--- src/rtl/regfile_access_ctrl.sv ---
// regfile_access_ctrl: command-driven initiator for a registered-read
// register file. It accepts LOADI/ADD/SUB/READ commands over a valid/ready
// handshake, then sequences the read latency, the ALU and the write-back.
// Each completed command is reported on a one-cycle res_valid strobe.
// Optional build macro REGFILE_R0_ZERO_EN makes r0 a constant zero:
// source field 0 reads as 0, and writes to r0 are suppressed.
module regfile_access_ctrl #(
    parameter int DATA_W = 8,
    parameter int ADDR_W = 4
) (
    input  logic              clk,
    input  logic              Rst,
    input  logic              cmd_valid,
    output logic              cmd_ready,
    input  logic [1:0]        cmd_op,
    input  logic [ADDR_W-1:0] cmd_rd,
    input  logic [ADDR_W-1:0] cmd_rs1,
    input  logic [ADDR_W-1:0] cmd_rs2,
    input  logic [DATA_W-1:0] cmd_imm,
    output logic [DATA_W-1:0] rf_datain,
    output logic [ADDR_W-1:0] rf_addrw,
    output logic [ADDR_W-1:0] rf_addrr1,
    output logic [ADDR_W-1:0] rf_addrr2,
    output logic              rf_w,
    output logic              rf_r,
    input  logic [DATA_W-1:0] rf_dout1,
    input  logic [DATA_W-1:0] rf_dout2,
    output logic              res_valid,
    output logic [DATA_W-1:0] res_data,
    output logic              res_carry,
    output logic              busy
);

    typedef enum logic [1:0] {
        ST_IDLE  = 2'b00,
        ST_READ  = 2'b01,
        ST_EXEC  = 2'b10,
        ST_WRITE = 2'b11
    } state_t;

    typedef enum logic [1:0] {
        OP_LOADI = 2'b00,
        OP_ADD   = 2'b01,
        OP_SUB   = 2'b10,
        OP_READ  = 2'b11
    } op_t;

    state_t              state_q, state_d;
    op_t                 op_q;
    logic [ADDR_W-1:0]   rd_q, rs1_q, rs2_q;
    logic [DATA_W-1:0]   imm_q;
    logic [DATA_W-1:0]   result_q;
    logic                carry_q;
    logic                res_valid_q;
    logic [DATA_W-1:0]   res_data_q;
    logic                res_carry_q;

    logic                accept;
    logic [DATA_W-1:0]   src1, src2;
    logic [DATA_W:0]     sum, diff;

    assign cmd_ready = (state_q == ST_IDLE);
    assign busy      = ~cmd_ready;
    assign accept    = cmd_valid && cmd_ready;

`ifdef REGFILE_R0_ZERO_EN
    assign src1 = (rs1_q == '0) ? '0 : rf_dout1;
    assign src2 = (rs2_q == '0) ? '0 : rf_dout2;
    assign rf_w = (state_q == ST_WRITE) && (rd_q != '0);
`else
    assign src1 = rf_dout1;
    assign src2 = rf_dout2;
    assign rf_w = (state_q == ST_WRITE);
`endif

    // The extra MSB of the widened add is the carry; of the subtract, the borrow.
    assign sum  = {1'b0, src1} + {1'b0, src2};
    assign diff = {1'b0, src1} - {1'b0, src2};

    // Register-file controls come only from state and latched fields.
    assign rf_r      = (state_q == ST_READ);
    assign rf_addrw  = rd_q;
    assign rf_addrr1 = rs1_q;
    assign rf_addrr2 = rs2_q;
    assign rf_datain = (op_q == OP_LOADI) ? imm_q : result_q;

    assign res_valid = res_valid_q;
    assign res_data  = res_data_q;
    assign res_carry = res_carry_q;

    // Next-state decode: LOADI skips the read phase; READ op skips write-back.
    always_comb begin
        // NOTE: state_d is given its default first, so no path through the case leaves it unassigned and no latch is inferred.
        state_d = state_q;
        case (state_q)
            ST_IDLE:  if (accept) state_d = (op_t'(cmd_op) == OP_LOADI) ? ST_WRITE : ST_READ;
            ST_READ:  state_d = ST_EXEC;
            ST_EXEC:  state_d = (op_q == OP_READ) ? ST_IDLE : ST_WRITE;
            ST_WRITE: state_d = ST_IDLE;
            default:  state_d = ST_IDLE;
        endcase
    end

    // State register with synchronous reset; reset abandons any command in flight.
    always_ff @(posedge clk) begin
        // NOTE: sequential state uses non-blocking assignments, so every register samples pre-edge values.
        if (Rst) state_q <= ST_IDLE;
        else     state_q <= state_d;
    end

    // Command latch, ALU result register and completion reporting.
    always_ff @(posedge clk) begin
        if (Rst) begin
            op_q        <= OP_LOADI;
            rd_q        <= '0;
            rs1_q       <= '0;
            rs2_q       <= '0;
            imm_q       <= '0;
            result_q    <= '0;
            carry_q     <= 1'b0;
            res_valid_q <= 1'b0;
            res_data_q  <= '0;
            res_carry_q <= 1'b0;
        end else begin
            res_valid_q <= 1'b0;
            if (accept) begin
                op_q  <= op_t'(cmd_op);
                rd_q  <= cmd_rd;
                rs1_q <= cmd_rs1;
                rs2_q <= cmd_rs2;
                imm_q <= cmd_imm;
            end
            if (state_q == ST_EXEC) begin
                case (op_q)
                    OP_ADD: begin
                        result_q <= sum[DATA_W-1:0];
                        carry_q  <= sum[DATA_W];
                    end
                    OP_SUB: begin
                        result_q <= diff[DATA_W-1:0];
                        carry_q  <= diff[DATA_W];
                    end
                    default: ;
                endcase
                if (op_q == OP_READ) begin
                    res_valid_q <= 1'b1;
                    res_data_q  <= src1;
                    res_carry_q <= 1'b0;
                end
            end
            if (state_q == ST_WRITE) begin
                res_valid_q <= 1'b1;
                res_data_q  <= rf_datain;
                res_carry_q <= (op_q == OP_LOADI) ? 1'b0 : carry_q;
            end
        end
    end

endmodule

--- config.mk ---
export PLATFORM = sky130hd
export DESIGN_NAME = regfile_access_ctrl
export DESIGN_NICKNAME = d
export VERILOG_FILES = /design/src/rtl/regfile_access_ctrl.sv
export SDC_FILE = /design/constraint.sdc
export NUM_CORES = 1
export LEC_CHECK = 0
export ABC_AREA = 1
export CAP_MARGIN = 20
export CORE_ASPECT_RATIO = 0.75
export CORE_MARGIN = 4
export CORE_UTILIZATION = 51
export DETAILED_ROUTE_END_ITERATION = 10
export PLACE_DENSITY = 0.86
export SLEW_MARGIN = 20
export SYNTH_ARGS = -nofsm -noshare
export SYNTH_HDL_FRONTEND = slang
export SYNTH_SLANG_ARGS = --single-unit
export TNS_END_PERCENT = 20
--- constraint.sdc ---
create_clock -name clk -period 3.05 [get_ports clk]
set_input_delay 0.61 -clock clk [delete_from_list [all_inputs] [get_ports clk]]
set_output_delay 0.61 -clock clk [all_outputs]
set_load 0.01 [all_outputs]
# Word-level counts from Yosys, hierarchy flattened
# Index checks and enable logic that the tools add are counted.
[totals] ff_bits=43 out_inout_bits=34 word_cells=47
[op_classes] bitwise=1 n_mux=17 n_addsub=2 n_eq_ne=7 n_reduce_logical=9
[op_table] op="8-bit two-way mux" n=4
[op_table] op="8-bit case mux with 2 select lines" n=1
[op_table] op="8-bit by 8-bit adder with 9-bit output" n=1
[op_table] op="8-bit by 8-bit subtractor with 9-bit output" n=1
[op_table] op="2-bit equality test, second input constant" n=4
[op_table] op="2-bit case mux with 4 select lines" n=1
[op_table] op="1-bit two-way mux" n=7
[op_table] op="2-bit logical NOT" n=3
[op_table] op="2-bit two-way mux" n=3
[op_table] op="2-bit nonzero test" n=3
[op_table] op="2-bit by 1-bit equality test with 1-bit output, second input constant" n=2
[op_table] op="2-bit AND reduction" n=2
[op_table] op="2-bit by 1-bit inequality test with 1-bit output, second input constant" n=1
[op_table] op="1-bit case mux with 2 select lines" n=1
[op_table] op="1-bit logical AND" n=1
[op_table] op="1-bit inverter" n=1

# Longest topological paths before layout
[logic_depth] word_depth=4 mapped_depth=13 depth_no_buf=13

# Worst setup path before layout
# Ideal clock, no wire load.
[synth_timing] path_type="input to register" from="input rf_dout1[0]" to="register result_q[6]" stages=12 setup_ns=0.117 path_slack_ns=1.225 required_time_ns=2.933 arrival_time_ns=1.708 cell_sequence="inv_1 -> ha_1 -> inv_1 -> fa_1 -> nand2_1 -> nand2_1 -> nand3b_1 -> nand2_1 -> inv_2 -> a21oi_1 -> nor2_1 -> nor2_1"
[synth_via] elab_chain_len=2 word_cells_on_any_way=3
[synth_rtl] item="from (decl)" line_no="26" text="input logic [DATA_W-1:0] rf_dout1,"
[synth_rtl] item="8-bit by 8-bit subtractor with 9-bit output / 8-bit by 8-bit adder with 9-bit output (equally long branches)" line_no="78, 77"
[synth_rtl] item="8-bit case mux with 2 select lines *" line_no="134" text="case (op_q)"
[synth_rtl] item="to (signal assigned)" line_no="136" text="result_q <= sum[DATA_W-1:0];"
[synth_rtl] item="to (signal assigned)" line_no="140" text="result_q <= diff[DATA_W-1:0];"
[synth_rtl] item="to (decl)" line_no="52" text="logic [DATA_W-1:0] result_q;"
# Mark *: on every way between the ends. The rest lies on a longest branch, timed or not.
# A chain may end at the register's enable or synchronous reset.

# Worst setup path after layout
[layout_timing] from="register op_q[1]" to="output rf_datain[2]"
[layout_via] elab_chain_len=2
[layout_rtl] item="from (decl)" line_no="49" text="op_t op_q;"
[layout_rtl] item="from (signal assigned)" line_no="127" text="op_q <= op_t'(cmd_op);"
[layout_rtl] item="2-bit logical NOT" line_no="85" text="assign rf_datain = (op_q == OP_LOADI) ? imm_q : result_q;"
[layout_rtl] item="8-bit two-way mux" line_no="85"
[layout_rtl] item="to (decl)" line_no="20" text="output logic [DATA_W-1:0] rf_datain,"
# No other way between the ends.

==> results by group <==
Run status
  – Run status: complete, no violations

Power
  – Seq pwr share: 0.405
  – Internal power: 1100 uW
  – Max IR drop VDD: 410 uV
  – NetSw: 491 uW
  – Combinational power share: 0.307
  – Pwr dens: 471 nW/um2
  – Sw Ratio: 0.309
  – Clk pwr share: 0.288
  – Static leakage: 0.00154 uW

STA
  – Worst setup margin: 317 ps
  – Fin Setup TNS: 0 ps
  – Fin crit share: 0.896
  – Minimum clock period: 2730 ps
  – Count of final max-slew check failures: 0
  – Highest Clock Rate: 366 MHz
  – Final Skew: 2.62 ps
  – Worst Tran Pin Value: 579 ps
  – Worst slew margin: 0.614
  – Fin. Hold Viols: 0
  – Final Setup Violations: 0
  – RSZ-0062 raised after global routing: no

Critical path
  – Critical path origin: op_q[1]
  – CP required: 2440 ps
  – Worst reg-to-reg setup slack: 1070 ps
  – Worst R2R Path Depth: 11
  – Largest fanout on the critical path: 16
  – CP arrival: 2120 ps
  – WP depth: 4
  – Reg2reg start: op_q[0]
  – Slowest-stage cell, CP: clkdlybuf4s50_1
  – Worst R2R End: result_q[6]
  – Slowest cell delay on critical path: 620 ps
  – Critical path's top delay family: buffers and inverters
  – Count of buffer and inverter cells on the critical path: 2
  – CP startpoint kind: register
  – Critical Path Sink: rf_datain[2]
  – CP Capture Type: output port
  – Kind of critical path: register to output port
  – Crit path cell chain: inv_1 > ha_1 > o21ai_0 > clkdlybuf4s50_1

Die
  – DIE AREA: 6070 um2
  – Top Ports: 75
  – Die Width: 88.7 um
  – Core region area: 4600 um2
  – Chip height: 68.5 um
  – Num rows: 21
  – Initial Util: 0.541

Route
  – Routed Antenna Nets: 0
  – Final WL: 7070 um
  – DR WL/cell: 14.2 um
  – DRT iter0 DRCs: 240
  – Remaining DRCs: 0
  – DRT Pass-1 Iters: 5
  – Via Count: 2646
  – Vias per cell: 5.32

Clocking
  – Root Buffer: clkbuf_8
  – Clock Tree Buf Depth: 2
  – Post-CTS sizing: 0
  – H-tree levels: 2
  – Number of clock sinks: 43
  – Skew-Pair Late Insertion Delay: 290 ps
  – CTS tree: built
  – Total CTS buffers: 5
  – # hold bufs at CTS: 0
  – CTS clk-pin slew, worst paths: 80 ps
  – Post-CTS Repair Setup Buffers: 0

Logic synthesis
  – Synthesis-stage register bit count: 43
  – Post-synth EDFFs: 0
  – Synth top area share: 0.346
  – Area leader, netlist: dfxtp_1
  – Most frequent cells after synthesis: nand2_1 (72), nor2_1 (61), dfxtp_1 (43)
  – Sequential share of the synthesized area: 0.346
  – Synth Instances: 367
  – Synth Net Count: 429
  – Top-count cell post-synth: nand2_1
  – Top post-synthesis cells by area: dfxtp_1 (35%), nand2_1 (11%), ha_1 (9.6%)
  – Syn avg cell area: 6.78 um2
  – Synth Flop Type: dfxtp_1
  – Post-synth ARST share: 0
  – Post-synthesis cell type count: 29
  – Area of the mapped netlist: 2490 um2
  – Yosys warning total: 0

Place
  – Worst slack at placement: 536 ps
  – Gpl congestion: 0.936
  – Placed wire-length estimate: 5640 um
  – Buffers on Ports: 74

Global routing
  – Global Route Usage Sum: 0.236
  – First-pass GRT wire length: 11100 um
  – Number of global-route vias before repair: 2319
  – Initial antenna violation count: 0
  – GRT Residual Overflow: 0
  – Pin count of the biggest net entering global routing: 27

Min path
  – HP Start: carry_q
  – Worst min path class: register to register

Finish
  – Final core occ: 0.734
  – Area delta synth->final: 35.7%
  – Antenna diodes: 0
  – Layout Nets: 501
  – Filler cells: 369
  – Share of cells above drive strength 1: 0.0614

Job
  – Max cap viols: 0
## final cells by class
class                           count  area [um2]  share of cell area
Multi-Input combinational cell    261        1380               0.408
Sequential cell                    43         861               0.255
Timing Repair Buffer               76         756               0.224
Inverter                           52         195              0.0578
Clock buffer                        6        82.6              0.0245
Tap cell                           57        71.3              0.0211
Clock inverter                      2        35.0              0.0104
## state kept, by name, indices dropped and copies added (netlist names)
signal / flops
res_carry: 1
state_q: 2
rf_addrr2: 4
res_valid: 1
imm_q: 8
op_q: 2
carry_q: 1
rf_addrw: 4
rf_addrr1: 4
res_data: 8
result_q: 8
## layout by cell type, fill, tap and decap left out, drive strengths merged, types with 3 or more instances in the layout
cell type      instances
inv                   51
clkdlybuf4s50         74
nand3                 22
dfxtp                 43
clkbuf                 6
nand3b                 3
a21oi                 22
nor2                  63
ha                    19
nand2                 76
nand4                  3
o21ai                 41
## worst register-to-register path: cells and delay by family (launching register included)
family	cells	cell delay, ps
buffers and inverters	3	310
DFF	1	320
and+or+nand+nor	7	700
adders and majority gates	1	540
## routing by layer
layer / up-vias / track usage / wire length [um]
met4: 0 / 0.0528 / 78
met1: 1196 / 0.337 / 3140
met3: 13 / 0.0558 / 650
met5: - / 0 / 0
li1: 1317 / - / -
met2: 120 / 0.361 / 3210
## worst min path at each step
| stage | slack, ps | end | depth (start not counted) |
|---|---|---|---|
| 6_report | 480 | carry_q | 2 |
| 2_1_floorplan | 440 | carry_q | 2 |
| 3_5_place_dp | 470 | rf_addrr2[0] | 2 |
| 3_3_place_gp | 460 | carry_q | 2 |
| 4_1_cts | 490 | carry_q | 2 |
| 5_1_grt | 520 | carry_q | 2 |
## cell families after synthesis
| family | count (synthesis) | synth area share |
|---|---|---|
| adders and majority gates | 21 | 0.112 |
| DFF | 43 | 0.346 |
| and+or+nand+nor | 170 | 0.292 |
| buffers and inverters | 63 | 0.101 |
| xor gates and xnor gates | 1 | 0.00352 |
| AOI/OAI and AO/OA | 69 | 0.146 |
## power by group through the flow
stage / Clock [uW] / Combinational (uW) / Sequential (uW)
after floorplan: 0 / 265 / 663
after global placement: 0 / 474 / 654
after detailed placement: 0 / 482 / 657
after CTS: 466 / 486 / 644
after global routing: 494 / 538 / 651
final: 458 / 488 / 644
## through the flow
| step | cells | area [um2] | power [uW] | hold WS, ps |
|---|---|---|---|---|
| global route | 497 | 3380 | 1680 | 515 |
| floorplan | 367 | 2490 | 928 | 444 |
| detailed placement | 489 | 3260 | 1140 | 471 |
| CTS | 497 | 3380 | 1600 | 485 |
| global placement | 489 | 3260 | 1130 | 463 |
| finish | 497 | 3380 | 1590 | 482 |
(Power assumes the default switching activity.)
==> edit, RTL diff (config.mk and constraints unchanged) <==
Encoding of `state_t`: now one-hot (4 bits for 4 states).
--- a/src/rtl/regfile_access_ctrl.sv
+++ b/src/rtl/regfile_access_ctrl.sv
@@ -31,11 +31,11 @@
     output logic              busy
 );
 
-    typedef enum logic [1:0] {
-        ST_IDLE  = 2'b00,
-        ST_READ  = 2'b01,
-        ST_EXEC  = 2'b10,
-        ST_WRITE = 2'b11
+    typedef enum logic [3:0] {
+        ST_IDLE  = 4'b0001,
+        ST_READ  = 4'b0010,
+        ST_EXEC  = 4'b0100,
+        ST_WRITE = 4'b1000
     } state_t;
 
     typedef enum logic [1:0] {
Function: same outputs for any inputs over 10 cycles, from zero or initial values and one cycle with Rst high; not proved beyond that.
==> edit against the unedited design <==
  * Clock skew rose by 0.0019 ns
  * Wire length shrank 0.93%
  * Via count increased by 3.5%
  * Combinational power shrank 15%
  * Design area grew 2.2%
  * Clock power fell by 20%
  * Die area grew 4.9%
  * Sequential cell count grew 2
  * Area after synthesis rose by 5.4%
  * Setup slack lost 0.098 ns
  * Total power shrank 11%
  * Final cell count increased by 1.2%
  * Critical path type unchanged
==> edit: results (changes against the unedited design) <==
Power
  – P_leak: 1.49 nW (-3.6%)
  – Max IR drop VDD: 0.000204 V (-50%)

Setup path
  – Crit path capture: rf_datain[4]
  – Critical path fanouts, max: 14 (-2)
  – Crit Reg-Reg Endpoint: result_q[6]
  – Slowest cell delay on critical path: 0.60 ns (-0.02 ns)
  – Worst R2R Setup Slack: 1.15 ns (+0.08 ns)
  – WP data arrival: 2.22 ns (+0.10 ns)

Final layout
  – Clock buffer cells: 7 (+1)
  – Fill cell count: 427 (+16%)
  – Nets: 505 (+0.80%)
  – Layout cells sized above 1: 4.97% (-1.2 points)
  – Invs w/o clock: 50 (-3.8%)
  – Comb_multi_in: 265 (+1.5%)
  – Seq/total area: 26.1% (+0.61 points)
  – Signal buf overhead: 21.9% (-0.48 points)
  – Sequential cells: 45 (+4.7%)
  – Fraction of area in multi-input gates: 41.8% (+1.0 points)

Synth
  – Netlist cell types: 31 (+6.9%)
  – Post-synth top cells: nand2_1 (93), inv_1 (46), dfxtp_1 (45)
  – Sequential cell area fraction in the yosys report: 34.3% (-0.26 points)
  – Synthesized-area fraction occupied by adder cells: 10.6% (-0.57 points)
  – Synth area leaders: dfxtp_1 (34%), nand2_1 (13%), ha_1 (9.1%)
  – Synth Area in Compound Gates: 15.5% (+0.92 points)
  – Syn_nets: 437 (+1.9%)

Status
  – Status: finished, final reports clean

Routing
  – Iter 0 DRT Violations: 172 (-28%)
  – Met1 Routed Length: 3230 um (+2.9%)
  – Routed WL: 7010 um (-0.93%)
  – DR WL met3: 572 um (-12%)
  – Number of vias per cell: 5.45 (+2.3%)
  – Met2 routed WL: 3100 um (-3.4%)

Placed design
  – HPWL after DPL: 5370 um (-4.8%)

GRT
  – Met1 usage: 29.5% (-4.1 points)
  – Gr usage total: 22.2% (-1.4 points)
  – GR met3 Demand/Resource: 5.92% (+0.34 points)
  – Grt met2 use: 35.6% (-0.53 points)
  – Pin count of the biggest net entering global routing: 29 (+7.4%)
  – Global-route wire length before repair: 11600 um (+4.9%)
  – Vias in the first global route: 2586 (+12%)

STA
  – Clk_skew: 0.00448 ns (+0.00186 ns)
  – Rel. slew slack: 65.4% (+4.0 points)

Hold path
  – Hold Path Class: flip-flop to flip-flop
  – Worst Min Path Start: rf_addrw[0]

Clock network
  – CTS clk-pin slew, worst paths: 0.08 ns (about the same)
  – Worst-Skew Late Latency: 0.30 ns
-- edit: cell families (layout without fill, tap and decap cells) --
| kind of cell | count (synthesis) | after routing |
|---|---|---|
| buffers and inverters | 65 | 133 |
| flip-flops | 45 | 45 |
| AND/OR/NAND/NOR | 163 | 163 |
| adder cells (fa/ha/maj) | 21 | 21 |
| AO/OA/AOI/OAI | 78 | 78 |
| XOR/XNOR | 3 | 3 |
-- edit: power by group --
part / switching [mW] / total [mW] / internal (mW) / leakage, nW
clock: 0.188 / 0.368 / 0.180 / 0.0443
sequential: 0.0195 / 0.639 / 0.619 / 0.366
combinational: 0.231 / 0.413 / 0.182 / 1.08
-- edit: per-stage QoR --
stage	hold slack [ns]	area (um2)	power [mW]	cells	setup WS, ns
2_1_floorplan	0.425	2620	0.898	375	1.21
6_report	0.463	3450	1.42	503	0.219
3_5_place_dp	0.455	3360	1.06	496	0.578
5_1_grt	0.484	3450	1.49	503	0.0912
4_1_cts	0.466	3450	1.42	503	0.251
3_3_place_gp	0.449	3360	1.05	496	0.642
